===== config.mk =====
export PLATFORM = sky130hd
export DESIGN_NAME = blk_addr_alloc
export DESIGN_NICKNAME = d
export VERILOG_FILES = /design/src/rtl/mpcache_pkg.sv /design/src/rtl/blk_addr_alloc_free_fifo.sv /design/src/rtl/blk_addr_alloc.sv
export SDC_FILE = /design/constraint.sdc
export NUM_CORES = 2
export LEC_CHECK = 0
export ABC_CLOCK_PERIOD_IN_PS = 10500
export CAP_MARGIN = 15
export CORE_MARGIN = 8
export CORE_UTILIZATION = 40
export CTS_BUF_LIST = sky130_fd_sc_hd__clkbuf_8 sky130_fd_sc_hd__clkbuf_16
export DETAILED_ROUTE_END_ITERATION = 16
export PLACE_DENSITY = 0.6
export SLEW_MARGIN = 15
export SYNTH_ARGS = -nofsm -noshare
export SYNTH_HDL_FRONTEND = slang
export SYNTH_SLANG_ARGS = --single-unit

===== constraint.sdc =====
create_clock -name i_clk -period 10.5 [get_ports i_clk]
set_clock_uncertainty 0.1 [all_clocks]
set_input_delay 2.1 -clock i_clk [delete_from_list [all_inputs] [get_ports i_clk]]
set_output_delay 2.1 -clock i_clk [all_outputs]
set_load 0.1 [all_outputs]

===== src/rtl/mpcache_pkg.sv =====
// mpcache_pkg: shared constants and types for the packet-SRAM block allocator.
//   BLK_ADDR_WIDTH : SRAM word-address width
//   BLK_WORDS      : words per block (power of two)
//   NUM_BLKS       : number of blocks = free-list depth
//   CNT_WIDTH      : free-count width (holds 0..NUM_BLKS)
//   alloc_state_t  : allocator FSM states
package mpcache_pkg;

    localparam int BLK_ADDR_WIDTH = 12;
    localparam int BLK_WORDS      = 16;
    localparam int NUM_BLKS       = (2 ** BLK_ADDR_WIDTH) / BLK_WORDS;
    localparam int CNT_WIDTH      = $clog2(NUM_BLKS) + 1;
    localparam int PTR_WIDTH      = $clog2(NUM_BLKS);
    localparam int OFS_WIDTH      = $clog2(BLK_WORDS);

    typedef enum logic {
        S_INIT = 1'b0,
        S_RUN  = 1'b1
    } alloc_state_t;

    // Block index -> block base address. Since NUM_BLKS*BLK_WORDS spans the
    // whole address space, the index simply occupies the upper address bits.
    function automatic logic [BLK_ADDR_WIDTH-1:0] blk_base(input logic [PTR_WIDTH-1:0] idx);
        return {idx, {OFS_WIDTH{1'b0}}};
    endfunction

endpackage


===== src/rtl/blk_addr_alloc_free_fifo.sv =====
// free_fifo: synchronous FIFO holding free block base addresses.
//   clk, rst   : clock, asynchronous active-high reset (pointers and count)
//   push       : write push_data at the tail
//   push_data  : address to store
//   pop        : advance the head
//   head       : current head entry (combinational read)
//   count      : number of stored entries, 0..NUM_BLKS
// The caller guarantees no push when full and no pop when empty; a push and a
// pop in the same cycle are both performed.
module free_fifo
    import mpcache_pkg::*;
(
    input  logic                      clk,
    input  logic                      rst,
    input  logic                      push,
    input  logic [BLK_ADDR_WIDTH-1:0] push_data,
    input  logic                      pop,
    output logic [BLK_ADDR_WIDTH-1:0] head,
    output logic [CNT_WIDTH-1:0]      count
);

    logic [BLK_ADDR_WIDTH-1:0] mem [NUM_BLKS];
    logic [PTR_WIDTH-1:0]      wr_ptr;
    logic [PTR_WIDTH-1:0]      rd_ptr;
    logic [CNT_WIDTH-1:0]      cnt;

    // Storage carries no reset; only entries below the count are ever read.
    always_ff @(posedge clk) begin
        if (push) begin
            mem[wr_ptr] <= push_data;
        end
    end

    // Pointers wrap naturally at NUM_BLKS; the separate count resolves
    // full versus empty.
    always_ff @(posedge clk or posedge rst) begin
        if (rst) begin
            wr_ptr <= '0;
            rd_ptr <= '0;
            cnt    <= '0;
        end else begin
            if (push) begin
                wr_ptr <= wr_ptr + 1'b1;
            end
            if (pop) begin
                rd_ptr <= rd_ptr + 1'b1;
            end
            case ({push, pop})
                2'b10:   cnt <= cnt + 1'b1;
                2'b01:   cnt <= cnt - 1'b1;
                default: cnt <= cnt;
            endcase
        end
    end

    assign head  = mem[rd_ptr];
    assign count = cnt;

endmodule


===== src/rtl/blk_addr_alloc.sv =====
// blk_addr_alloc: free-block allocator for the shared packet SRAM.
// After reset it loads every block base address into a free list, one per
// cycle, then grants one address per request in FIFO order and takes back
// released addresses at the tail.
//   i_clk, i_rst    : clock, asynchronous active-high reset
//   i_addr_req      : one-cycle block request pulse
//   o_blk_addr_vld  : one-cycle grant strobe
//   o_blk_addr      : granted block base address (0 when no grant)
//   i_rel_vld       : release strobe
//   i_rel_addr      : released block base address
//   o_free_cnt      : number of free blocks in the list
//   o_init_done     : free list fully populated
//   o_err           : sticky protocol error
module blk_addr_alloc
    import mpcache_pkg::*;
(
    input  logic                      i_clk,
    input  logic                      i_rst,
    input  logic                      i_addr_req,
    output logic                      o_blk_addr_vld,
    output logic [BLK_ADDR_WIDTH-1:0] o_blk_addr,
    input  logic                      i_rel_vld,
    input  logic [BLK_ADDR_WIDTH-1:0] i_rel_addr,
    output logic [CNT_WIDTH-1:0]      o_free_cnt,
    output logic                      o_init_done,
    output logic                      o_err
);

    alloc_state_t              state;
    alloc_state_t              state_next;
    logic [PTR_WIDTH-1:0]      init_idx;
    logic                      pend;
    logic                      pend_next;

    logic                      push;
    logic [BLK_ADDR_WIDTH-1:0] push_data;
    logic                      pop;
    logic [BLK_ADDR_WIDTH-1:0] head;
    logic [CNT_WIDTH-1:0]      count;

    logic                      grant;
    logic                      err_set;

    logic                      vld_p1;
    logic [BLK_ADDR_WIDTH-1:0] blk_addr_p1;
    logic                      init_done;
    logic                      err;

    free_fifo u_free_fifo (
        .clk       (i_clk),
        .rst       (i_rst),
        .push      (push),
        .push_data (push_data),
        .pop       (pop),
        .head      (head),
        .count     (count)
    );

    always_comb begin
        state_next = state;
        push       = 1'b0;
        push_data  = '0;
        pop        = 1'b0;
        grant      = 1'b0;
        err_set    = 1'b0;

        case (state)
            S_INIT: begin
                push      = 1'b1;
                push_data = blk_base(init_idx);
                if (init_idx == PTR_WIDTH'(NUM_BLKS - 1)) begin
                    state_next = S_RUN;
                end
                // The list is still being built; a release now is dropped.
                if (i_rel_vld) begin
                    err_set = 1'b1;
                end
            end
            S_RUN: begin
                // Grant only from what is already in the list: a release
                // landing this cycle becomes grantable on the next edge.
                if (pend && (count != '0)) begin
                    grant = 1'b1;
                    pop   = 1'b1;
                end
                // Full is judged on the current count, even if a pop frees a
                // slot in the same cycle.
                if (i_rel_vld) begin
                    if ((i_rel_addr[OFS_WIDTH-1:0] != '0) ||
                        (count == CNT_WIDTH'(NUM_BLKS))) begin
                        err_set = 1'b1;
                    end else begin
                        push      = 1'b1;
                        push_data = i_rel_addr;
                    end
                end
            end
            default: state_next = S_INIT;
        endcase

        // Only one request can be outstanding; a second one is not queued.
        if (i_addr_req && pend) begin
            err_set = 1'b1;
        end

        pend_next = grant ? 1'b0 : (pend | i_addr_req);
    end

    // ---- output stage: grant strobe, address and status registered ----
    always_ff @(posedge i_clk or posedge i_rst) begin
        if (i_rst) begin
            state       <= S_INIT;
            init_idx    <= '0;
            pend        <= 1'b0;
            vld_p1      <= 1'b0;
            blk_addr_p1 <= '0;
            init_done   <= 1'b0;
            err         <= 1'b0;
        end else begin
            state <= state_next;
            if (state == S_INIT) begin
                init_idx <= init_idx + 1'b1;
            end
            pend        <= pend_next;
            vld_p1      <= grant;
            blk_addr_p1 <= grant ? head : '0;
            init_done   <= (state_next == S_RUN);
            err         <= err | err_set;
        end
    end

    assign o_blk_addr_vld = vld_p1;
    assign o_blk_addr     = blk_addr_p1;
    assign o_free_cnt     = count;
    assign o_init_done    = init_done;
    assign o_err          = err;

endmodule


==> reports/metrics.csv <==
metric;value;unit
Cells on Worst Hold Path;1;
library cell contributing the largest single delay on the critical path;sky130_fd_sc_hd__nor2_1;
peak clock frequency supported by timing;0.181;GHz
max-cap check violation count;0;
Total Die Area;0.319;sq mm
Avg Synthesized Cell Area;21.5;sq um
crit-path max FO;16;
setup ws final;4.96;ns
Worst EP required;10.85;ns
total internal power;0.0199;W
net switching power;0.00476;W
Non-Filler Cell Area, Final;0.139;sq mm
primary flip-flop cell chosen by synthesis mapping;sky130_fd_sc_hd__edfxtp_1;
detailed-placement wirelength estimate;201000;um
transition time at the pin with the least slew margin;1.26;ns
RSZ-0062 raised after global routing;no;
commonest cells after routing, fill and taps aside;3072 x sky130_fd_sc_hd__edfxtp_1, 1024 x sky130_fd_sc_hd__conb_1, 682 x sky130_fd_sc_hd__mux4_2, 323 x sky130_fd_sc_hd__clkbuf_16, 272 x sky130_fd_sc_hd__nor2_1;
worst hold endpoint;init_idx[4]$_DFFE_PP0N_;
clock latency on the worst-skew pair;0.88;ns
first-pass GRT wire length;459000;um
H-tree levels;5;
proportion of layout cells with a drive suffix above 1;19.6;%
width of the chip;565;um
ordered cell list for the critical path;clkdlybuf4s50_1, nor4_1, o21a_1, a21boi_2, nor2b_1, nand2_4, nor2_1;
number of sinks on the clock net;3121;
start-to-end type of the worst setup path;primary input to flip-flop;
run status;finished, final reports clean;
number of enable-type register cells in the synthesized netlist;3072;
area taken by flip-flops and latches;0.0935;sq mm
router iterations before antenna repair;6;
Initial Util;40.2;%
number of instances resized during post-cts repair;0;
minimum setup slack among reg-to-reg paths;4.99;ns
final slew viol count;0;
combined area of all synthesized cells;0.120;sq mm
post-synthesis cell type count;78;
area inside the core boundary;0.300;sq mm
timing startpoint of the critical path;i_rel_addr[0];
footprint of the multi-input gates;0.0291;sq mm
final critical-path required period;5.54;ns
IO Count;40;
post-CTS setup buffer count;0;
YS warnings;0;
fraction of power spent switching nets;19.3;%
TritonCTS clock tree;built;
fraction of power consumed by sequential logic;54.9;%
number of violations reported at the end of detailed-routing iteration 0;7522;
Worst Reg2Reg Path Length in Cells;8;
post-DR vias/cell;5.48;
worst path buffer plus inverter count;1;
Detail Route Antenna Nets;0;
buffer depth of the longest clock path;4;
TritonCTS Buffers;315;
clock-pin slew of the registers on the worst-case setup and hold paths;0.06;ns
startpoint class of the critical path;primary input;
area post-placement;0.129;sq mm
Place WS;4.07;ns
number of antenna violations at the first check in global routing;12;
Clk pwr share;44.8;%
detailed-route DRC error count;0;
GRT overflow;0;
Via Count;60100;
combinational fraction of design power;0.2;%
total routed wirelength;327000;um
proportion of synthesized chip area in sequential cells;77.6;%
cell leakage power;41.2;nW
Worst Hold Margin;0.388;ns
Post-CTS Hold Buffers;0;
number of core rows;201;
final RePlAce weighted congestion;0.878;
path category of the worst min-delay check;flip-flop to flip-flop;
pin count of the biggest net entering global routing;177;
peak supply drop;0.138;mV
final count of hold timing violations;0;
Chip Height;565;um
growth of design area from synthesis to finish;15.6;%
setup tns final;0;ns
source of the worst register-to-register timing path;u_free_fifo.rd_ptr[3]$_DFFE_PP0N_;
crit-path leading delay family;simple AND/OR/NAND/NOR gates;
clock root buffer;sky130_fd_sc_hd__clkbuf_16;
power density normalized to cell area;177;mW/mm^2
number of cells produced by synthesis;5596;
Post-synth ARST share;1.57;%
Period Utilization, post-route;52.8;%
Worst Hold Launch;init_idx[4]$_DFFE_PP0N_;
relative slew slack;15.7;%
delay of the slowest cell on the worst path;1.10;ns
Design Power;0.0246;W
sort of element at the end of the critical path;flip-flop;
most common cell after layout, fill and taps aside;sky130_fd_sc_hd__edfxtp_1;
flip-flop and latch count after synthesis;3121;
routed len/inst;29.8;um
GRT Overall Usage;20.1;%
NumNets Final;6774;
data arrival time of the critical path;5.89;ns
via count of the first global-routing pass;59300;
R2R Path End;o_blk_addr[3]$_DFF_PP0_;
Final Setup Violations;0;
number of fillers in the final layout;24800;
number of I/O port buffers;39;
==> synth_stat cells (all sizes together) (3+ instances only) <==
library cell     n  area (sq um)
a21o             5          37.5
nand2           99           372
a22o            44           385
a31oi           10          62.6
clkbuf         134           518
o211ai          29           218
mux2i          169          1690
ha              10           125
nand2b          13          81.3
a211o            4          35.0
or2              3          18.8
and3             3          18.8
xor2            11          96.3
a2111oi          3          26.3
edfxtp        3072         92200
nand3b           4          30.0
nor2b           25           156
a221oi          73           664
and2             6          37.5
o22ai           59           369
o31ai           13          97.6
xnor2           21           184
a21oi           87           435
o21a             3          22.5
a22oi          145          1090
o311ai           6          52.6
a211oi          19           143
a221o            4          40.0
nor2           314          1180
buf            203          1470
mux4           692         15600
or3              3          18.8
nand3           38           190
nor3            43           215
dfrtp           49          1230
inv             18          67.6
o21ai           68           340
o221ai          14           123
nor4            11          68.8
mux2            30           338
a21boi           3          22.5
==> cells by family after synthesis <==
kind of cell               Yosys count  synth area share [%]
other                                1               0.00311
muxes                              891                  14.7
adders and majority gates           10                 0.104
xor gates and xnor gates            32                 0.233
buffers and inverters              356                  1.71
AOI/OAI and AO/OA                  609                  3.60
and+or+nand+nor                    576                  2.08
DFF                               3121                  77.6
==> flip-flops by register name, indices dropped and copies added (netlist names) <==
signal and flops:
o_init_done 1, u_free_fifo.mem 3072, init_idx 8, u_free_fifo.rd_ptr 8, o_blk_addr 12, u_free_fifo.count 9, o_err 1, pend 1
o_blk_addr_vld 1, u_free_fifo.wr_ptr 8
==> worst max path at each step <==
stage                                         end  slack, ns  cells past startpoint
3_5_place_dp    u_free_fifo.mem[210][0]$_DFFE_PP_       4.07                      7
2_1_floorplan    u_free_fifo.mem[0][10]$_DFFE_PP_      -0.85                      4
4_1_cts        u_free_fifo.mem[250][10]$_DFFE_PP_       4.99                      7
3_3_place_gp    u_free_fifo.mem[193][3]$_DFFE_PP_       4.19                      7
6_report        u_free_fifo.mem[193][2]$_DFFE_PP_       4.96                      7
5_1_grt         u_free_fifo.mem[193][2]$_DFFE_PP_       4.83                      7
==> layer usage <==
metal  routed length, um  global-route usage [%]  up-vias
met3               28800                    4.56      550
li1                    -                       -    24900
met4               12700                    7.05        4
met1              137000                    28.7    31800
met5                  21                       0        -
met2              148000                    30.7     2891
==> power by group through the flow <==
stage           logic, W  registers, W  clock network, W
2_1_floorplan  0.0000333        0.0138                 0
3_3_place_gp   0.0000435        0.0138                 0
3_5_place_dp   0.0000436        0.0138                 0
4_1_cts        0.0000437        0.0135            0.0112
5_1_grt        0.0000739        0.0135            0.0117
6_report       0.0000569        0.0135            0.0111
==> stage by stage <==
step                      utilization, %  cells
after floorplan                        -   6619
after global placement              43.0  10400
after detailed placement            43.0  10400
after CTS                           46.4  11000
after global routing                46.4  11000
final                               46.4  11000
==> layout make-up <==
class	instances	area share, %
Clock buffer	331	5.89
Clock inverter	236	1.35
Inverter	19	0.0530
Timing Repair Buffer	149	1.04
Multi-Input combinational cell	3142	20.9
Antenna cell	3	0.00539
Sequential cell	3121	67.2
Tap cell	3958	3.56
Note: power is estimated with default switching activity, not from simulation.
